<file path="config.mk">
export PLATFORM = sky130hd
export DESIGN_NAME = line_rasteriser
export DESIGN_NICKNAME = d
export VERILOG_FILES = /design/src/rtl/line_rasteriser.sv
export SDC_FILE = /design/constraint.sdc
export NUM_CORES = 1
export LEC_CHECK = 0
export ABC_AREA = 1
export BUFFER_PORTS_ARGS = -buffer_cell sky130_fd_sc_hd__buf_2
export CORE_UTILIZATION = 30
export CTS_BUF_LIST = sky130_fd_sc_hd__clkbuf_4
export DETAILED_ROUTE_END_ITERATION = 6
export SKIP_LAST_GASP = 1
export SYNTH_ARGS = -nofsm -noshare
export SYNTH_HDL_FRONTEND = slang
export SYNTH_SLANG_ARGS = --single-unit
</file>
<file path="constraint.sdc">
create_clock -name clk -period 4.65 [get_ports clk]
set_input_delay 0.465 -clock clk [delete_from_list [all_inputs] [get_ports clk]]
set_output_delay 0.465 -clock clk [all_outputs]
set_load 0.02 [all_outputs]
</file>
<file path="src/rtl/line_rasteriser.sv">
// line_rasteriser
//   Bresenham line rasteriser. A start request latches two endpoints and a
//   colour. The line is then emitted one pixel per transfer on a
//   valid/ready pixel stream, and done pulses once after the endpoint pixel.
//
//   Ports
//     clk, rst              clock, synchronous active-high reset
//     start                 draw request, accepted only while ready=1
//     x0, y0, x1, y1        endpoints, sampled when start is accepted
//     colour_in             line colour, sampled with the endpoints
//     abort                 cancel the line in progress
//     ready / busy          idle / line in progress
//     pix_x, pix_y          current pixel coordinates
//     pix_colour            current pixel colour
//     pix_valid, pix_ready  pixel stream handshake (transfer when both high)
//     pix_last              endpoint pixel marker
//     done                  one-cycle pulse after the last pixel transfers
module line_rasteriser #(
   parameter int unsigned COORD_W  = 9,
   parameter int unsigned COLOUR_W = 3
) (
   input  logic                clk,
   input  logic                rst,
   input  logic                start,
   input  logic [COORD_W-1:0]  x0,
   input  logic [COORD_W-1:0]  y0,
   input  logic [COORD_W-1:0]  x1,
   input  logic [COORD_W-1:0]  y1,
   input  logic [COLOUR_W-1:0] colour_in,
   input  logic                abort,
   output logic                ready,
   output logic                busy,
   output logic [COORD_W-1:0]  pix_x,
   output logic [COORD_W-1:0]  pix_y,
   output logic [COLOUR_W-1:0] pix_colour,
   output logic                pix_valid,
   input  logic                pix_ready,
   output logic                pix_last,
   output logic                done
);

   localparam int unsigned EW = COORD_W + 2;
   localparam logic [COORD_W-1:0] ONE = COORD_W'(1);

   typedef enum logic [1:0] {S_IDLE, S_SETUP, S_DRAW, S_DONE} state_e;

   state_e state_q, state_d;

   logic [COORD_W-1:0]  x0_q, y0_q, x1_q, y1_q, x0_d, y0_d, x1_d, y1_d;
   logic [COORD_W-1:0]  cur_x_q, cur_y_q, cur_x_d, cur_y_d;
   logic [COLOUR_W-1:0] colour_q, colour_d;
   logic signed [EW-1:0] dx_q, dy_q, err_q, dx_d, dy_d, err_d;
   logic                sx_neg_q, sy_neg_q, sx_neg_d, sy_neg_d;

   logic [COORD_W-1:0]  adx, ady;
   logic signed [EW:0]  e2, dx_ext, dy_ext;
   logic signed [EW-1:0] dx_add, dy_add;
   logic                at_end, step_x, step_y;

   assign adx    = (x1_q >= x0_q) ? (x1_q - x0_q) : (x0_q - x1_q);
   assign ady    = (y1_q >= y0_q) ? (y1_q - y0_q) : (y0_q - y1_q);
   assign at_end = (cur_x_q == x1_q) && (cur_y_q == y1_q);

   // e2 = 2*err needs one extra bit; dx/dy are sign-extended to match so
   // both comparisons are done signed at full width.
   assign e2     = {err_q, 1'b0};
   assign dx_ext = {dx_q[EW-1], dx_q};
   assign dy_ext = {dy_q[EW-1], dy_q};
   assign step_x = (e2 >= dy_ext);
   assign step_y = (e2 <= dx_ext);
   assign dy_add = step_x ? dy_q : '0;
   assign dx_add = step_y ? dx_q : '0;

   assign ready      = (state_q == S_IDLE);
   assign busy       = (state_q != S_IDLE);
   assign pix_valid  = (state_q == S_DRAW);
   assign pix_last   = pix_valid && at_end;
   assign done       = (state_q == S_DONE) && !abort;
   assign pix_x      = cur_x_q;
   assign pix_y      = cur_y_q;
   assign pix_colour = colour_q;

   always_comb begin
      state_d  = state_q;
      x0_d     = x0_q;
      y0_d     = y0_q;
      x1_d     = x1_q;
      y1_d     = y1_q;
      colour_d = colour_q;
      cur_x_d  = cur_x_q;
      cur_y_d  = cur_y_q;
      dx_d     = dx_q;
      dy_d     = dy_q;
      err_d    = err_q;
      sx_neg_d = sx_neg_q;
      sy_neg_d = sy_neg_q;
      case (state_q)
         S_IDLE: begin
            if (start) begin
               state_d  = S_SETUP;
               x0_d     = x0;
               y0_d     = y0;
               x1_d     = x1;
               y1_d     = y1;
               colour_d = colour_in;
            end
         end
         S_SETUP: begin
            if (abort) begin
               state_d = S_IDLE;
            end else begin
               state_d  = S_DRAW;
               dx_d     = $signed({2'b00, adx});
               dy_d     = -$signed({2'b00, ady});
               err_d    = dx_d + dy_d;
               sx_neg_d = (x1_q < x0_q);
               sy_neg_d = (y1_q < y0_q);
               cur_x_d  = x0_q;
               cur_y_d  = y0_q;
            end
         end
         S_DRAW: begin
            // abort wins over a transfer in the same cycle
            if (abort) begin
               state_d = S_IDLE;
            end else if (pix_ready) begin
               if (at_end) begin
                  state_d = S_DONE;
               end else begin
                  if (step_x) cur_x_d = sx_neg_q ? (cur_x_q - ONE) : (cur_x_q + ONE);
                  if (step_y) cur_y_d = sy_neg_q ? (cur_y_q - ONE) : (cur_y_q + ONE);
                  err_d = err_q + dy_add + dx_add;
               end
            end
         end
         S_DONE:  state_d = S_IDLE;
         default: state_d = S_IDLE;
      endcase
   end

   always_ff @(posedge clk) begin
      if (rst) state_q <= S_IDLE;
      else     state_q <= state_d;
   end

   always_ff @(posedge clk) begin
      if (rst) begin
         x0_q     <= '0;
         y0_q     <= '0;
         x1_q     <= '0;
         y1_q     <= '0;
         colour_q <= '0;
         cur_x_q  <= '0;
         cur_y_q  <= '0;
         dx_q     <= '0;
         dy_q     <= '0;
         err_q    <= '0;
         sx_neg_q <= 1'b0;
         sy_neg_q <= 1'b0;
      end else begin
         x0_q     <= x0_d;
         y0_q     <= y0_d;
         x1_q     <= x1_d;
         y1_q     <= y1_d;
         colour_q <= colour_d;
         cur_x_q  <= cur_x_d;
         cur_y_q  <= cur_y_d;
         dx_q     <= dx_d;
         dy_q     <= dy_d;
         err_q    <= err_d;
         sx_neg_q <= sx_neg_d;
         sy_neg_q <= sy_neg_d;
      end
   end

endmodule

</file>
## Word-level counts from Yosys, hierarchy flattened

Cells that the tools add are included.

| cells by class | value |
|---|---|
| add/subtract/negate cells | 12 |
| muxes and demuxes | 29 |
| bitwise gates (word level) | 1 |
| equal/unequal tests | 14 |
| magnitude comparators | 6 |
| reduce and logical (&&, ||, !) cells | 13 |

Operators with widths:

| operator | count |
|---|---|
| $mux W9 | 15 |
| $mux W11 | 5 |
| $pmux W9 S2 | 2 |
| $sub A9 B9 Y9 | 4 |
| $pmux W11 S2 | 1 |
| $add A9 B1 Y9 const B | 2 |
| $eq A9 B9 Y1 | 2 |
| $ge A9 B9 Y1 | 2 |
| $lt A9 B9 Y1 | 2 |
| $sub A9 B1 Y9 const B | 2 |
| $ge A12 B11 Y1 | 1 |
| $le A12 B10 Y1 | 1 |
| $reduce_and A6 Y1 | 2 |
| $add A10 B11 Y11 | 1 |
| $add A11 B10 Y11 | 1 |
| $add A11 B11 Y11 | 1 |
| $neg A9 Y11 | 1 |
| $mux W2 | 5 |
| $ne A2 B2 Y1 const B | 4 |
| $pmux W2 S4 | 1 |
| $ne A2 B1 Y1 const B | 3 |
| $ne A3 B2 Y1 const B | 2 |
| $reduce_and A5 Y1 | 1 |
| $eq A2 B2 Y1 const B | 2 |
| 8 further kinds | 12 |

| storage, ports and cells | value |
|---|---|
| bits of input ports | 44 |
| bits in registers | 92 |
| output and inout port bits | 26 |
| word-level logic and storage cells | 88 |

## Depth between registers and ports, before layout

| depth | value |
|---|---|
| depth after elaboration | 8 |
| depth in mapped cells | 30 |
| gate-level depth less buffers | 29 |

## Least setup slack after synthesis

No wires, ideal clock.

| timing | value |
|---|---|
| path type | register -> register |
| start | reg dy_q[10] |
| end | reg err_q[9] |
| data required time | 4.531 ns |
| period minus slack after synthesis | 3.756 ns |
| library setup time | 0.119 ns |
| data arrival time | 3.636 ns |
| stages on the path, launching flop included | 26 |
| buffers on the path | 0 |
| setup slack | 0.894 ns |
| cell sequence | dfxtp_1 inv_1 ha_1 nand2_1 nor3_1 nand2_1 nand3_1 nand2_1 nand2_1 clkinv_1 nor2_1 fa_1 ha_1 fa_1 nand3_1 nand2_1 nand2_1 nand2_1 a21oi_1 nor2_1 o21ai_0 nand3_1 nand2_1 nor2_1 nor2_1 a21oi_1 |

| between the ends | value |
|---|---|
| word-level cells in the longest chain between the ends | 8 |

Ends and longest elaborated chain:

| item | line | RTL |
|---|---|---|
| start, declared | 52 | `logic signed [EW-1:0] dx_q, dy_q, err_q, dx_d, dy_d, err_d;` |
| start signal, assigned | 169 | `dy_q <= dy_d;` |
| $ge A12 B11 Y1 | 69 | `assign step_x = (e2 >= dy_ext);` |
| $mux W11 | 71 | `assign dy_add = step_x ? dy_q : '0;` |
| $add A11 B11 Y11 | 132 | `err_d = err_q + dy_add + dx_add;` |
| $add A11 B10 Y11 | 132 |  |
| $mux W11 | 127 | `if (at_end) begin` |
| $mux W11 | 126 | `end else if (pix_ready) begin` |
| $mux W11 | 124 | `if (abort) begin` |
| $pmux W11 S2 | 97 | `case (state_q)` |
| end signal, assigned | 170 | `err_q <= err_d;` |
| end, declared | 52 |  |

Every way passes these cells. The select of a mux whose other input is x is not followed.
A chain may end at the register's enable or synchronous reset.

## Worst setup path after layout

| timing | value |
|---|---|
| start | reg dx_q[1] |
| end | reg err_q[9] |

| between the ends | value |
|---|---|
| word-level cells in the longest chain between the ends | 7 |

Ends and longest elaborated chain:

| item | line | RTL |
|---|---|---|
| start, declared | 52 |  |
| start signal, assigned | 155 | `dx_q <= '0;` |
| start signal, assigned | 168 | `dx_q <= dx_d;` |
| $le A12 B10 Y1 | 70 | `assign step_y = (e2 <= dx_ext);` |
| $mux W9 (*) | 72 | `assign dx_add = step_y ? dx_q : '0;` |
| $add A11 B10 Y11 (*) | 132 |  |
| $mux W11 (*) | 127 |  |
| $mux W11 (*) | 126 |  |
| $mux W11 (*) | 124 |  |
| $pmux W11 S2 (*) | 97 |  |

Mark *: on every way between the ends. The rest lies on a longest branch, timed or not. The select of a mux whose other input is x is not followed.

==> qor.yml <==
worst_setup_path:
  crit_required_ns: 5.05
  cp_max_fo: 4
  reg2reg_depth: 24
  crit_path_cell_trace: "inv_1, ha_1, a21oi_1, nor2_1, a211oi_1, o211ai_1, nand3_1, nand2_1, inv_1, fa_1, ha_1, fa_1, nand3_1, nand2_1, nand2_1, nand2_1, a21oi_1, nor2_1, o21ai_0, nand3_1, nand2_1, nor2_1, nor2_1, a21oi_1"
  slowest_delay_ns: 0.43
  r2r-start: "dx_q[1]"
  cp_slowest_cell: "fa_1"
  critPathLaunchType: "register"
  cp_data_arrival_time_ns: 4.55
  timing.rr.end: "err_q[9]"
  r2r_setup_slack_ns: 0.51
  crit_path_frequent_cell: "nand2_1"
  critPathCaptureType: "register"
  worstSetupPathType: "register to register"
timing:
  slew_violations: 0
  worst_slew_pin_slew_ns: 1.09
  clock-skew-final_ns: 0.0188
  fmax_mhz: 241
  finalCritPeriodShare_pct: 89.1
  tns_ns: 0
  finalSetupViolCount: 0
  min_period_ns: 4.14
  hold_viol: 0
  rsz0062_at_grt: "no"
  max_slew_margin_pct: 27.4
layout:
  post-route-util_pct: 33.9
  top_regs: "dy_q: 11 flops, err_q: 11 flops"
  area_growth_pct: 9.98
  fin_cells: 1605
  fillers: 2890
  final_nets: 1412
  drive_gt1_share_pct: 11.7
global_route:
  antenna_found_initial: 1
  grt_max_degree: 74
  grt_usage_pct: 16.9
  grt_pass1_wl_um: 37700
  grt_pass1_vias: 7465
  overflow: 0
clock_network:
  post_cts_resized: 0
  cts-root-buf: "clkbuf_4"
  cts_hold_buf: 0
  cts_sinks: 92
  cts_max_path_buffers: 2
  postCtsSetupBuffers: 0
  cts.clk_slew.worst_paths_ns: 0.16
  h-tree-depth: 3
  clk_latency_ns: 0.49
  cts_buffers: 9
  cts_tree: "built"
power:
  vdd_drop_max_mv: 0.183
  power_mw: 3.81
  power.density_nw_per_um2: 427
  p_leak_nw: 4.50
floorplan:
  initial_utilization_pct: 30.8
  dieArea_um2: 27700
  die_x_um: 166
  top_level_ports: 70
  dieHeight_um: 166
  core_um2: 26300
  row_count: 59
logic_synthesis:
  synthTopCellsByArea: "dfxtp_1, ha_1, nand2_1, inv_1, a21oi_1"
  synth.avg_cell_area_um2: 6.69
  synthTopCellsByCount: "nand2_1, inv_1, a21oi_1"
  syn_area_um2: 8100
  synth.most_common_cell: "nand2_1"
  synth_cells: 1211
  synth_flop_cell: "dfxtp_1"
  synth_edf_count: 0
  synth-async-reset-ratio_pct: 0
  syn_nets: 1359
  synth.distinct_cells: 49
  synth_top_area_share_pct: 22.7
  yosys.area.top_type: "dfxtp_1"
  synth_seq_cells: 92
  synth_warnings: 0
  ys_seq_area_share_pct: 22.7
route:
  via_count: 7672
  totalWireLength_um: 23000
  ant_nets: 0
  wire_per_inst_um: 14.4
  post-route-drc-count: 0
  drt_first_pass_iters: 5
  drtIter0Drc: 418
  vias_per_cell: 4.78
hold_path:
  min_path_cells: 3
  hold_class: "input port to register"
  min_to: "pix_colour[2]"
  holdCritStartpoint: "colour_in[2]"
placed_design:
  dpl.hpwl_um: 18000
  dp_cells: 1588
  gp_congestion: 0.912
  io_buffers: 69
run_status:
  status: "complete, no violations"
run:
  cap_violations: 0
worst max-delay path by stage:
stage | from | endpoint
after floorplan | dy_q[10] | err_q[9]
after global placement | dx_q[1] | err_q[9]
after detailed placement | dx_q[1] | err_q[9]
after CTS | dx_q[1] | err_q[9]
after global routing | y0_q[1] | err_q[9]
final | dx_q[1] | err_q[9]
per-stage QoR:
step	hold slack, ns	setup WS [ns]	cell area, µm²
after floorplan	0.444	0.894	8100
after global placement	0.463	0.559	8790
after detailed placement	0.473	0.501	8790
after CTS	0.163	0.479	8910
after global routing	0.180	0.0200	8910
final	0.190	0.509	8910
cells by family after synthesis:
family                   Yosys count  share of synthesized area [%]
flip-flops                        92                           22.7
buffers and inverters            227                           10.8
AO/OA/AOI/OAI                    276                           18.3
XOR/XNOR                          44                           4.85
adder cells (fa/ha/maj)          104                           17.6
AND/OR/NAND/NOR                  468                           25.7
critical path: cells and delay by family, from the launching register on:
family / cells / cell delay [ns]
compound gates: 6 / 1.14
fa+ha+maj: 4 / 1.42
buf+inv: 2 / 0.15
flops: 1 / 0.37
simple gates: 12 / 0.97
layout by cell type (no fill, tap or decap), drive strengths merged:
cell,Yosys,routed
a211oi,1,1
a21boi,3,3
a21o,4,4
a21oi,129,129
a221oi,1,1
a31oi,2,2
buf,10,78
clkbuf,26,10
clkinv,1,2
clkinvlp,0,2
dfxtp,92,92
diode,0,1
fa,17,17
ha,87,87
inv,190,193
nand2,277,277
nand3,59,59
nand3b,1,1
nand4,17,17
nor2,93,93
nor3,7,7
nor3b,1,1
nor4,4,4
o211a,2,2
o211ai,2,2
o21a,3,3
o21ai,117,117
o21bai,4,4
o221ai,2,2
o22ai,4,4
o311ai,1,1
o31ai,1,1
or2,9,9
xnor2,16,16
xor2,28,28
power by group:
group	total, mW	internal, mW	switching, mW	leakage [nW]
clock network	0.439	0.121	0.319	0.0638
logic	2.42	0.875	1.55	3.68
registers	0.941	0.863	0.0781	0.755
total	3.81	1.86	1.95	4.50
area by class of cell:
type                    count  area [µm²]  share of cell area [%]
clock inverters             6        46.3                   0.520
inverters                 191         717                    8.05
repair buffers             78         425                    4.77
well taps                 335         419                    4.70
clock buffers              10        75.1                   0.842
diodes                      1        2.50                  0.0281
flip-flops and latches     92        1840                    20.7
multi-input cells         892        5380                    60.4
metal layers:
| layer | up-vias | global-route usage (%) | share of wire [%] |
|---|---|---|---|
| met4 | 0 | 5.15 | 1.6 |
| met2 | 144 | 28.7 | 46 |
| met5 | - | 0 | 0 |
| met3 | 22 | 1.50 | 4.0 |
| met1 | 3477 | 22.7 | 48 |
| li1 | 4029 | - | - |
(Power assumes the default switching activity.)
